$ cat config.mk
export PLATFORM = sky130hd
export DESIGN_NAME = rcv_timing_ctrl_flat
export DESIGN_NICKNAME = d
export VERILOG_FILES = /design/src/rtl/rcv_timing_ctrl_pkg.sv /design/src/rtl/rcv_timing_ctrl_if.sv /design/src/rtl/rcv_tick_counter.sv /design/src/rtl/rcv_timing_ctrl.sv /design/src/flat_wrapper.sv
export SDC_FILE = /design/constraint.sdc
export NUM_CORES = 1
export LEC_CHECK = 0
export ABC_CLOCK_PERIOD_IN_PS = 5400
export BUFFER_PORTS_ARGS = -buffer_cell sky130_fd_sc_hd__buf_2
export CORE_MARGIN = 1
export CORE_UTILIZATION = 61
export DETAILED_ROUTE_END_ITERATION = 7
export PLACE_DENSITY = 0.89
export REMOVE_ABC_BUFFERS = 1
export SKIP_CTS_REPAIR_TIMING = 1
export SYNTH_ARGS = -nofsm -noshare
export SYNTH_HDL_FRONTEND = slang
export SYNTH_SLANG_ARGS = --single-unit
$ cat constraint.sdc
create_clock -name clk -period 5.4 [get_ports clk]
set_input_delay 0.81 -clock clk [delete_from_list [all_inputs] [get_ports clk]]
set_output_delay 0.81 -clock clk [all_outputs]
set_load 0.02 [all_outputs]
$ cat src/rtl/rcv_timing_ctrl_pkg.sv
// Shared types and constants for the serial receive timing controller.
package rcv_pkg;

  typedef enum logic [2:0] {
    IDLE  = 3'd0,
    START = 3'd1,
    DATA  = 3'd2,
    STOP  = 3'd3,
    DONE  = 3'd4
  } rcv_state_t;

  // Shortest usable bit period; anything below is promoted to this.
  localparam int MIN_CPB = 2;

endpackage

$ cat src/rtl/rcv_timing_ctrl_if.sv
// Control/status bundle between the start-bit detector side and the timing controller.
interface rcv_timing_ctrl_if #(
  parameter int CNT_BITS = 10,
  parameter int DSZ      = 4
);

  logic                start_bit_detected;
  logic                serial_in;
  logic                abort;
  logic [CNT_BITS-1:0] clks_per_bit;
  logic [DSZ-1:0]      data_size;
  logic                busy;
  logic                shift_strobe;
  logic                load_buffer;
  logic                packet_done;
  logic                framing_error;

  // Upstream side: drives line, start pulse and frame configuration.
  modport master (
    output start_bit_detected, serial_in, abort, clks_per_bit, data_size,
    input  busy, shift_strobe, load_buffer, packet_done, framing_error
  );

  // Controller side.
  modport slave (
    input  start_bit_detected, serial_in, abort, clks_per_bit, data_size,
    output busy, shift_strobe, load_buffer, packet_done, framing_error
  );

endinterface

$ cat src/rtl/rcv_tick_counter.sv
// Bit-period pacing counter: counts up from 0 after a clear, ticks when the
// count equals limit, then restarts at 1 so ticks repeat every limit cycles.
module rcv_tick_counter #(
  parameter int CNT_BITS = 10
) (
  input  logic                clk,
  input  logic                n_rst,
  input  logic                clear,
  input  logic                enable,
  input  logic [CNT_BITS-1:0] limit,
  output logic [CNT_BITS-1:0] count,
  output logic                tick
);

  logic [CNT_BITS-1:0] count_reg;

  assign count = count_reg;
  assign tick  = enable && (count_reg == limit);

  // Rollover counter; a clear always wins so every state entry starts from 0.
  always_ff @(posedge clk or negedge n_rst) begin
    if (!n_rst) begin
      count_reg <= '0;
    end else if (clear) begin
      count_reg <= '0;
    end else if (enable) begin
      count_reg <= tick ? CNT_BITS'(1) : count_reg + CNT_BITS'(1);
    end
  end

endmodule

$ cat src/rtl/rcv_timing_ctrl.sv
// Receive sequencing controller: paces bit periods, checks start/stop bits,
// strobes each data bit and signals frame completion or framing error.
module rcv_timing_ctrl
  import rcv_pkg::*;
#(
  parameter int CNT_BITS = 10,
  parameter int MAX_DATA = 8
) (
  input logic              clk,
  input logic              n_rst,
  rcv_timing_ctrl_if.slave bus
);

  localparam int DSZ = $clog2(MAX_DATA + 1);
  localparam int BCW = $clog2(MAX_DATA) + 1;

  rcv_state_t          state_reg, state_next;
  logic [CNT_BITS-1:0] cpb_reg, cpb_in, limit, count;
  logic [DSZ-1:0]      dsz_reg, dsz_in;
  logic [BCW-1:0]      bit_cnt_reg;
  logic                fe_reg;
  logic                tick, accept, last_bit, cnt_clear, cnt_enable;

  // Normalise the requested frame shape before it is latched.
  assign cpb_in = (bus.clks_per_bit < CNT_BITS'(MIN_CPB)) ? CNT_BITS'(MIN_CPB) : bus.clks_per_bit;
  assign dsz_in = ((bus.data_size == '0) || (int'(bus.data_size) > MAX_DATA)) ?
                  DSZ'(MAX_DATA) : bus.data_size;

  assign accept     = (state_reg == IDLE) && bus.start_bit_detected && !bus.abort;
  assign last_bit   = (int'(bit_cnt_reg) == int'(dsz_reg) - 1);
  // Start bit is checked mid-period; data and stop bits one full period apart.
  assign limit      = (state_reg == START) ? (cpb_reg >> 1) : cpb_reg;
  assign cnt_enable = (state_reg != IDLE);
  assign cnt_clear  = (state_reg == IDLE) || (state_next != state_reg);

  rcv_tick_counter #(
    .CNT_BITS (CNT_BITS)
  ) u_tick (
    .clk    (clk),
    .n_rst  (n_rst),
    .clear  (cnt_clear),
    .enable (cnt_enable),
    .limit  (limit),
    .count  (count),
    .tick   (tick)
  );

  // Next-state logic; abort overrides every transition.
  always_comb begin
    state_next = state_reg;
    case (state_reg)
      IDLE:    if (bus.start_bit_detected) state_next = START;
      START:   if (tick) state_next = bus.serial_in ? IDLE : DATA;
      DATA:    if (tick && last_bit) state_next = STOP;
      STOP:    if (tick) state_next = bus.serial_in ? DONE : IDLE;
      DONE:    state_next = IDLE;
      default: state_next = IDLE;
    endcase
    if (bus.abort) state_next = IDLE;
  end

  // State register.
  always_ff @(posedge clk or negedge n_rst) begin
    if (!n_rst) state_reg <= IDLE;
    else        state_reg <= state_next;
  end

  // Frame configuration is captured once per accepted start.
  always_ff @(posedge clk or negedge n_rst) begin
    if (!n_rst) begin
      cpb_reg <= '0;
      dsz_reg <= '0;
    end else if (accept) begin
      cpb_reg <= cpb_in;
      dsz_reg <= dsz_in;
    end
  end

  // Data bit counter, restarted for every accepted frame.
  always_ff @(posedge clk or negedge n_rst) begin
    if (!n_rst) begin
      bit_cnt_reg <= '0;
    end else if (accept) begin
      bit_cnt_reg <= '0;
    end else if ((state_reg == DATA) && tick && !bus.abort) begin
      bit_cnt_reg <= bit_cnt_reg + BCW'(1);
    end
  end

  // Sticky framing error: set by a low stop bit, cleared by the next accepted start.
  always_ff @(posedge clk or negedge n_rst) begin
    if (!n_rst) begin
      fe_reg <= 1'b0;
    end else if (accept) begin
      fe_reg <= 1'b0;
    end else if ((state_reg == STOP) && tick && !bus.serial_in && !bus.abort) begin
      fe_reg <= 1'b1;
    end
  end

  // Outputs decoded from state and count; an abort cycle emits no strobe or load.
  assign bus.busy          = (state_reg != IDLE);
  assign bus.shift_strobe  = (state_reg == DATA) && (count == cpb_reg) && !bus.abort;
  assign bus.load_buffer   = (state_reg == DONE) && !bus.abort;
  assign bus.packet_done   = (state_reg == DONE) && !bus.abort;
  assign bus.framing_error = fe_reg;

endmodule

$ cat src/flat_wrapper.sv
// flat-port wrapper written by rule: the top's interface ports become plain ports
module rcv_timing_ctrl_flat import rcv_pkg::*;
#(
  parameter int CNT_BITS = 10,
  parameter int MAX_DATA = 8
)
  (clk, n_rst, bus_start_bit_detected, bus_serial_in, bus_abort, bus_clks_per_bit, bus_data_size, bus_busy, bus_shift_strobe, bus_load_buffer, bus_packet_done, bus_framing_error);
  rcv_timing_ctrl_if #(.CNT_BITS(CNT_BITS), .DSZ(($clog2(MAX_DATA + 1)))) bus_i ();
  input logic clk;
  input logic n_rst;
  input wire logic [$bits(bus_i.start_bit_detected)-1:0] bus_start_bit_detected;
  input wire logic [$bits(bus_i.serial_in)-1:0] bus_serial_in;
  input wire logic [$bits(bus_i.abort)-1:0] bus_abort;
  input wire logic [$bits(bus_i.clks_per_bit)-1:0] bus_clks_per_bit;
  input wire logic [$bits(bus_i.data_size)-1:0] bus_data_size;
  output wire logic [$bits(bus_i.busy)-1:0] bus_busy;
  output wire logic [$bits(bus_i.shift_strobe)-1:0] bus_shift_strobe;
  output wire logic [$bits(bus_i.load_buffer)-1:0] bus_load_buffer;
  output wire logic [$bits(bus_i.packet_done)-1:0] bus_packet_done;
  output wire logic [$bits(bus_i.framing_error)-1:0] bus_framing_error;
  assign bus_i.start_bit_detected = bus_start_bit_detected;
  assign bus_i.serial_in = bus_serial_in;
  assign bus_i.abort = bus_abort;
  assign bus_i.clks_per_bit = bus_clks_per_bit;
  assign bus_i.data_size = bus_data_size;
  assign bus_busy = bus_i.busy;
  assign bus_shift_strobe = bus_i.shift_strobe;
  assign bus_load_buffer = bus_i.load_buffer;
  assign bus_packet_done = bus_i.packet_done;
  assign bus_framing_error = bus_i.framing_error;
  rcv_timing_ctrl #(.CNT_BITS(CNT_BITS), .MAX_DATA(MAX_DATA)) u_core (.clk(clk), .n_rst(n_rst), .bus(bus_i));
endmodule
==> impl_metrics.toml, run 1 <==
[outcome]
status = "finished, violations left"
violations = "DRC"

[setup_path]
required_ns = 4.59
r2r-start = "u_core.state_reg[0]$_DFF_PN0_"
reg2reg_slack_ns = 3.13
reg2reg_depth = 6
cp-end-kind = "primary output"
worstSetupStartpointType = "flip-flop"
critPathMaxFanout = 9
timing.setup.critical_path_class = "flip-flop to primary output"
r2r-end = "u_core.u_tick.count[6]$_DFFE_PN0P_"
crit_arrival_ns = 1.93

[grt]
grt_pass1_wl_um = 5910
grt_usage = 0.241
gr-total-overflow = 0
grt_max_degree = 33
antenna_found_initial = 0
grt_pass1_vias = 1343

[yosys]
yosys.area_share.adder = 0.0201
netlist.area_leader.share = 0.428
async_flop_share = 1.00
ys_seq_elements = 32
yosysWarnings = 0
ys_types = 39
yosysMostFrequentCell = "nand2_1"
yosys.area_share.simple = 0.264
yosys-top-cells-area = "dfrtp_1, nand2_1, xnor2_1"
synth_xor_area_frac = 0.140
synth_top_family_by_area = "simple AND/OR/NAND/NOR gates"
ys.flop_type = "dfrtp_1"
yosys.area.top_type = "dfrtp_1"
syn_area_per_cell_um2 = 9.26
synth_compound_area_frac = 0.0783
synthTopCellsByCount = "nand2_1, dfrtp_1, xnor2_1, xor2_1, o21ai_0"
synth_area_um2 = 1870
synth-seq-area-share = 0.428
synth-edff-count = 0
syn_inst = 202
yosys-mux-area-fraction = 0.0214

[clock_network]
numCtsBuffers = 5
cts_num_sinks = 32
cts_tree = "built"
cts.reportedPaths.clkPinSlew_ns = 0.09
clockBufferDepth = 2
h-tree-depth = 2
clock_latency_ns = 0.34
cts-root-buf = "clkbuf_4"

[drt]
viasPerCell = 5.60
drt-total-wl_um = 3490
drt-pass1-iter-count = 6
routedWlPerCell_um = 13.8
drt_iter0_drc = 40
drcViolationCount = 3
ant_nets = 0
num_vias = 1418

[power_and_ir_drop]
vdd_ir_drop_max_mv = 0.205
internal-power_mw = 0.405
p_clk_frac = 0.315
p_per_area_nw_per_um2 = 278
combPwrFrac = 0.183
seqPwrFrac = 0.502
netSwitchingFraction = 0.284
p_sw_mw = 0.160
total_power_mw = 0.565
leakagePower_nw = 0.942

[finish]
num-fill-cells = 219
diodes = 0
stdcell_area_um2 = 2030
utilization = 0.719
area_growth_pct = 8.76
nNetsFinal = 243
drive_above_1_share = 0.212

[place]
gp_congestion = 0.939
dp_hpwl_um = 2570
place_area_um2 = 1960
numPortBuffers = 23

[sta]
finalCritPeriodShare = 0.508
finalSetupViolCount = 0
period_minus_slack_ns = 2.74
setup_tns_ns = 0
slew_headroom = 0.274
rsz0062_at_grt = "no"
finalHoldViolCount = 0
worst_slew_pin_slew_ns = 1.08
whs_ns = 0.491
fmax_mhz = 365
finClkSkew_ns = 0.00838
finalMaxSlewViolations = 0

[run]
cap_viol_max_count = 0

[die]
fp-row-count = 19
start_util = 0.661
die_h_um = 57.4
dieArea_um2 = 3290
die_x_um = 57.4
coreArea_um2 = 2830
io_pins = 24

[min_path]
hp-class = "flip-flop to flip-flop"
holdPathStages = 2
holdCritStartpoint = "u_core.bus.framing_error$_DFFE_PN0P_"
holdPathEnd = "u_core.bus.framing_error$_DFFE_PN0P_"
-- final cells by class --
| cell class | count | area, um^2 | area share |
|---|---|---|---|
| multi-input combinational | 153 | 981 | 0.482 |
| inverter | 6 | 22.5 | 0.0111 |
| tap | 31 | 38.8 | 0.0191 |
| clock buffer | 6 | 41.3 | 0.0203 |
| timing repair buffer | 23 | 115 | 0.0566 |
| clock inverter | 2 | 35.0 | 0.0172 |
| sequential | 32 | 801 | 0.394 |
-- cells in the final DEF (no fill, tap or decap), drive strengths merged, types with 2 or more instances in the layout --
cell type / count
dfrtp: 32
nor3: 4
or2: 5
xnor2: 15
clkbuf: 6
nor2: 17
xor2: 15
o31ai: 2
nor4b: 2
ha: 3
a21oi: 2
nand3: 5
mux2i: 4
nand3b: 5
nor4: 4
buf: 23
o21ai: 10
nand4: 3
inv: 6
a211oi: 2
and4: 2
nand2: 43
-- worst max path at each step --
stage	startpoint	slack [ns]	end
floorplan	bus_abort	2.44	bus_load_buffer
global placement	bus_abort	2.81	bus_shift_strobe
detailed placement	bus_abort	2.76	bus_shift_strobe
CTS	u_core.u_tick.count[2]$_DFFE_PN0P_	2.66	bus_shift_strobe
global route	u_core.u_tick.count[0]$_DFFE_PN0P_	2.57	bus_shift_strobe
finish	u_core.u_tick.count[0]$_DFFE_PN0P_	2.66	bus_shift_strobe
-- logic make-up after synthesis --
group	Yosys count
flops	32
compound gates	21
simple gates	95
xor+xnor	30
buf+inv	17
mux	4
fa+ha+maj	3
-- power groups by stage --
stage               Combinational (mW)  Clock (mW)  Sequential (mW)
finish                           0.104       0.178            0.284
global route                     0.115       0.193            0.287
global placement                 0.100           0            0.287
floorplan                       0.0770           0            0.282
detailed placement               0.103           0            0.288
CTS                              0.104       0.182            0.283
-- worst max-delay path, cell delays in order (launching register included) --
cell      delay, ns
dfrtp_1        0.49
or2_1          0.27
a221oi_1       0.29
and4_1         0.35
buf_2          0.20
-- per-stage QoR --
| stage | cells | setup WS [ns] |
|---|---|---|
| final | 253 | 2.66 |
| after global routing | 253 | 2.57 |
| after CTS | 253 | 2.66 |
| after detailed placement | 245 | 2.76 |
| after global placement | 245 | 2.81 |
| after floorplan | 191 | 2.44 |
-- per-layer routing --
metal,global-route usage,wire length (um),vias to the layer above
li1,-,-,712
met1,0.325,1660,662
met2,0.365,1630,39
met3,0.0771,153,5
met4,0.0906,46,0
met5,0,0,-
Power figures use the tool's default switching activity.
==> inputs of run 2 (changes only) <==
--- a/config.mk
+++ b/config.mk
@@ -5,12 +5,12 @@
 export SDC_FILE = /design/constraint.sdc
 export NUM_CORES = 1
 export LEC_CHECK = 0
-export ABC_CLOCK_PERIOD_IN_PS = 5400
+export ABC_CLOCK_PERIOD_IN_PS = 2450
 export BUFFER_PORTS_ARGS = -buffer_cell sky130_fd_sc_hd__buf_2
 export CORE_MARGIN = 1
-export CORE_UTILIZATION = 61
+export CORE_UTILIZATION = 52
 export DETAILED_ROUTE_END_ITERATION = 7
-export PLACE_DENSITY = 0.89
+export PLACE_DENSITY = 0.82
 export REMOVE_ABC_BUFFERS = 1
 export SKIP_CTS_REPAIR_TIMING = 1
 export SYNTH_ARGS = -nofsm -noshare
==> constraint.sdc (replaced) <==
create_clock -name clk -period 2.45 [get_ports clk]
set_input_delay 0.3675 -clock clk [delete_from_list [all_inputs] [get_ports clk]]
set_output_delay 0.3675 -clock clk [all_outputs]
set_load 0.02 [all_outputs]
==> impl_metrics.toml, run 2 (synthesized netlist as in run 1, its figures left out) <==
[grt]
grt_max_degree = 33
grt_usage = 0.217
antenna_found_initial = 0
gr-total-overflow = 0
grt_pass1_wl_um = 5940
grt_pass1_vias = 1368

[clock_network]
clock_latency_ns = 0.35
cts_num_sinks = 32
h-tree-depth = 2
cts-root-buf = "clkbuf_4"
cts.reportedPaths.clkPinSlew_ns = 0.10
numCtsBuffers = 5
clockBufferDepth = 2
cts_tree = "built"

[drt]
drcViolationCount = 0
viasPerCell = 5.39
drt_iter0_drc = 95
ant_nets = 0
drt-total-wl_um = 3560
num_vias = 1451
drt-pass1-iter-count = 4
routedWlPerCell_um = 13.2

[sta]
finalHoldViolCount = 0
finalCritPeriodShare = 0.958
whs_ns = 0.0486
finalSetupViolCount = 0
finalMaxSlewViolations = 0
finClkSkew_ns = 0.00986
setup_tns_ns = 0
slew_headroom = 0.542
worst_slew_pin_slew_ns = 0.688
period_minus_slack_ns = 2.35
fmax_mhz = 426
rsz0062_at_grt = "no"

[setup_path]
reg2reg_depth = 6
r2r-end = "u_core.u_tick.count[9]$_DFFE_PN0P_"
worstSetupStartpointType = "flip-flop"
reg2reg_slack_ns = 0.25
cp-startpoint = "u_core.u_tick.count[2]$_DFFE_PN0P_"
r2r-start = "u_core.state_reg[0]$_DFF_PN0_"
crit_end = "bus_shift_strobe"
required_ns = 2.08
critPathMaxFanout = 6
crit_arrival_ns = 1.98
timing.setup.critical_path_class = "flip-flop to primary output"
cp-end-kind = "primary output"

[finish]
diodes = 0
final_common_cell = "nand2_1"
area_growth_pct = 11.2
nNetsFinal = 244
utilization = 0.614
finalNonFillerCells = 269
final_cell_mix = "nand2_1, dfrtp_1, buf_2"
drive_above_1_share = 0.224

[die]
start_util = 0.552
dieArea_um2 = 3840
io_pins = 24
fp-row-count = 21
die_h_um = 62.0
coreArea_um2 = 3390
die_x_um = 62.0

[place]
gp_congestion = 0.936
placed_cells = 261
numPortBuffers = 23
dp_hpwl_um = 2730

[power_and_ir_drop]
leakagePower_nw = 0.957
total_power_mw = 1.31
p_per_area_nw_per_um2 = 631
vdd_ir_drop_max_mv = 0.394

[min_path]
hp-class = "primary input to asynchronous set/reset pin"

[outcome]
status = "complete, no violations"

[run]
cap_viol_max_count = 0
-- run 2: changes by cell type in the layout (fill, tap and decap cells not counted), sizes merged --
cell	delta
clkinv	-1
clkbuf	+1
buf	+1
-- run 2: layout make-up --
cell class	instances	area [um^2]
Clock buffer	7	65.1
Clock inverter	1	30.0
Fill cell	300	1310
Inverter	6	22.5
Multi-Input combinational cell	153	982
Sequential cell	32	801
Tap cell	46	57.6
Timing Repair Buffer	24	123
-- run 2: stage by stage --
| step | setup WS, ns | cell area, um^2 |
|---|---|---|
| floorplan | 0.230 | 1800 |
| global placement | 0.348 | 1980 |
| detailed placement | 0.245 | 1980 |
| CTS | 0.0915 | 2080 |
| global route | 0.0236 | 2080 |
| finish | 0.102 | 2080 |
-- run 2: worst min-delay path by stage --
stage	start	endpoint	slack [ns]
5_1_grt	n_rst	u_core.cpb_reg[2]$_DFFE_PN0P_	0.09
4_1_cts	n_rst	u_core.u_tick.count[0]$_DFFE_PN0P_	0.08
2_1_floorplan	n_rst	u_core.bit_cnt_reg[0]$_DFFE_PN0P_	0.07
3_5_place_dp	n_rst	u_core.cpb_reg[7]$_DFFE_PN0P_	0.46
6_report	n_rst	u_core.cpb_reg[7]$_DFFE_PN0P_	0.05
3_3_place_gp	n_rst	u_core.cpb_reg[2]$_DFFE_PN0P_	0.45
-- run 2: layer usage --
layer	track usage	share of wire	up-vias
met5	0	0	-
met3	0.0725	0.036	5
met2	0.365	0.49	28
met4	0.0508	0.0098	0
li1	-	-	718
met1	0.270	0.46	700
-- run 2: worst max-delay path, stage by stage, from the launching register on --
cell and delay [ns]:
dfrtp_1 0.49, xor2_1 0.18, nor4_1 0.40, and4_2 0.37, buf_2 0.19
-- run 2: where the power goes --
part	switching, mW	total [mW]	internal, mW	leakage [nW]
clock	0.185	0.456	0.271	0.0515
combinational	0.124	0.232	0.108	0.479
sequential	0.0521	0.624	0.572	0.426
total	0.361	1.31	0.951	0.957
==> inputs of run 3 (changes only) <==
--- a/config.mk
+++ b/config.mk
@@ -5,12 +5,12 @@
 export SDC_FILE = /design/constraint.sdc
 export NUM_CORES = 1
 export LEC_CHECK = 0
-export ABC_CLOCK_PERIOD_IN_PS = 2450
 export BUFFER_PORTS_ARGS = -buffer_cell sky130_fd_sc_hd__buf_2
 export CORE_MARGIN = 1
 export CORE_UTILIZATION = 52
 export DETAILED_ROUTE_END_ITERATION = 7
 export PLACE_DENSITY = 0.82
+export RECOVER_POWER = 25
 export REMOVE_ABC_BUFFERS = 1
 export SKIP_CTS_REPAIR_TIMING = 1
 export SYNTH_ARGS = -nofsm -noshare
==> impl_metrics.toml, run 3 (synthesized netlist as in run 1, its figures left out) <==
[drt]
viasPerCell = 5.40
drcViolationCount = 0
drt-pass1-iter-count = 4
ant_nets = 0
drt_iter0_drc = 88
num_vias = 1452
drt-total-wl_um = 3560
routedWlPerCell_um = 13.2

[grt]
grt_usage = 0.217
gr-total-overflow = 0
antenna_found_initial = 0
grt_max_degree = 33
grt_pass1_vias = 1368
grt_pass1_wl_um = 5940

[clock_network]
cts_num_sinks = 32
numCtsBuffers = 5
clockBufferDepth = 2
h-tree-depth = 2
cts.reportedPaths.clkPinSlew_ns = 0.10
cts-root-buf = "clkbuf_4"
clock_latency_ns = 0.35
cts_tree = "built"

[setup_path]
critPathTopFamily = "simple AND/OR/NAND/NOR gates"
required_ns = 2.08
path_cells = "xor2_1 -> nor4_1 -> and4_2 -> buf_2"
cp-end-kind = "primary output"
reg2reg_slack_ns = 0.26
worstSetupStartpointType = "flip-flop"
timing.setup.critical_path_class = "flip-flop to primary output"
r2r-start = "u_core.state_reg[0]$_DFF_PN0_"
slowest_delay_ns = 0.49
reg2reg_depth = 6
r2r-end = "u_core.u_tick.count[9]$_DFFE_PN0P_"
crit_arrival_ns = 1.98
path_buf_inv = 1
cpMaxStageDelayCell = "dfrtp_1"
critPathMaxFanout = 6

[sta]
finalHoldViolCount = 0
fmax_mhz = 425
period_minus_slack_ns = 2.35
fin_ws_ns = 0.0993
finalCritPeriodShare = 0.959
whs_ns = 0.216
finClkSkew_ns = 0.00978
finalSetupViolCount = 0
finalMaxSlewViolations = 33
setup_tns_ns = 0
rsz0062_at_grt = "no"
slew_headroom = -0.0855
worst_slew_pin_slew_ns = 1.63

[die]
die_h_um = 62.0
start_util = 0.552
fp-row-count = 21
coreArea_um2 = 3390
die_x_um = 62.0
dieArea_um2 = 3840
io_pins = 24

[finish]
diodes = 0
area_growth_pct = 11.2
final_cell_mix = "nand2_1, dfrtp_1, buf_2"
drive_above_1_share = 0.220
finalNonFillerCells = 269
final-seq-area_um2 = 801
utilization = 0.614
multi_input_area_um2 = 982
nNetsFinal = 244
stdcell_area_um2 = 2080
num-fill-cells = 301
final_common_cell = "nand2_1"

[min_path]
holdPathEnd = "u_core.cpb_reg[7]$_DFFE_PN0P_"
holdPathStages = 3
hp-class = "primary input to flip-flop"
holdCritStartpoint = "bus_clks_per_bit[7]"

[place]
pre_cts_ws_ns = 0.245
placed_cells = 261
numPortBuffers = 23
gp_congestion = 0.936
dp_hpwl_um = 2730
place_area_um2 = 1980

[run]
cap_viol_max_count = 1

[power_and_ir_drop]
p_per_area_nw_per_um2 = 631
leakagePower_nw = 0.954
vdd_ir_drop_max_mv = 0.394
total_power_mw = 1.31

[outcome]
status = "finished, violations left"
violations = "capacitance limit, slew limit"
run 3: changes by cell type in the layout (fill, tap and decap cells not counted), sizes merged:
cell / delta
clkbuf: +1
buf: -1
run 3: how the worst max path moves through the flow:
stage                                       startpoint  slack, ns  cells after the start                                  to
global placement         u_core.state_reg[0]$_DFF_PN0_       0.35                      6  u_core.u_tick.count[2]$_DFFE_PN0P_
global route        u_core.u_tick.count[2]$_DFFE_PN0P_       0.02                      4                    bus_shift_strobe
CTS                 u_core.u_tick.count[2]$_DFFE_PN0P_       0.09                      4                    bus_shift_strobe
finish              u_core.u_tick.count[2]$_DFFE_PN0P_        0.1                      4                    bus_shift_strobe
floorplan                u_core.state_reg[1]$_DFF_PN0_       0.23                      1                     bus_load_buffer
detailed placement       u_core.state_reg[0]$_DFF_PN0_       0.25                      6  u_core.u_tick.count[4]$_DFFE_PN0P_
run 3: tightest hold or removal path: stages:
cell     delay [ns]
buf_2          0.09
nand2_1        0.04
nand2_1        0.04
run 3: metal layers:
layer	vias to the layer above	track usage	routed length, um
met1	694	0.270	1620
met5	-	0	0
met2	35	0.365	1740
li1	717	-	-
met4	0	0.0508	38
met3	6	0.0725	157
run 3: cell type report:
type | count | share of cell area
multi-input combinational | 153 | 0.472
sequential | 32 | 0.385
timing repair buffer | 24 | 0.0584
clock buffer | 7 | 0.0313
tap | 46 | 0.0277
clock inverter | 1 | 0.0144
inverter | 6 | 0.0108
run 3: power by group:
group | switching [mW] | internal, mW | total [mW]
combinational | 0.123 | 0.108 | 0.231
sequential | 0.0520 | 0.572 | 0.624
clock | 0.186 | 0.271 | 0.457
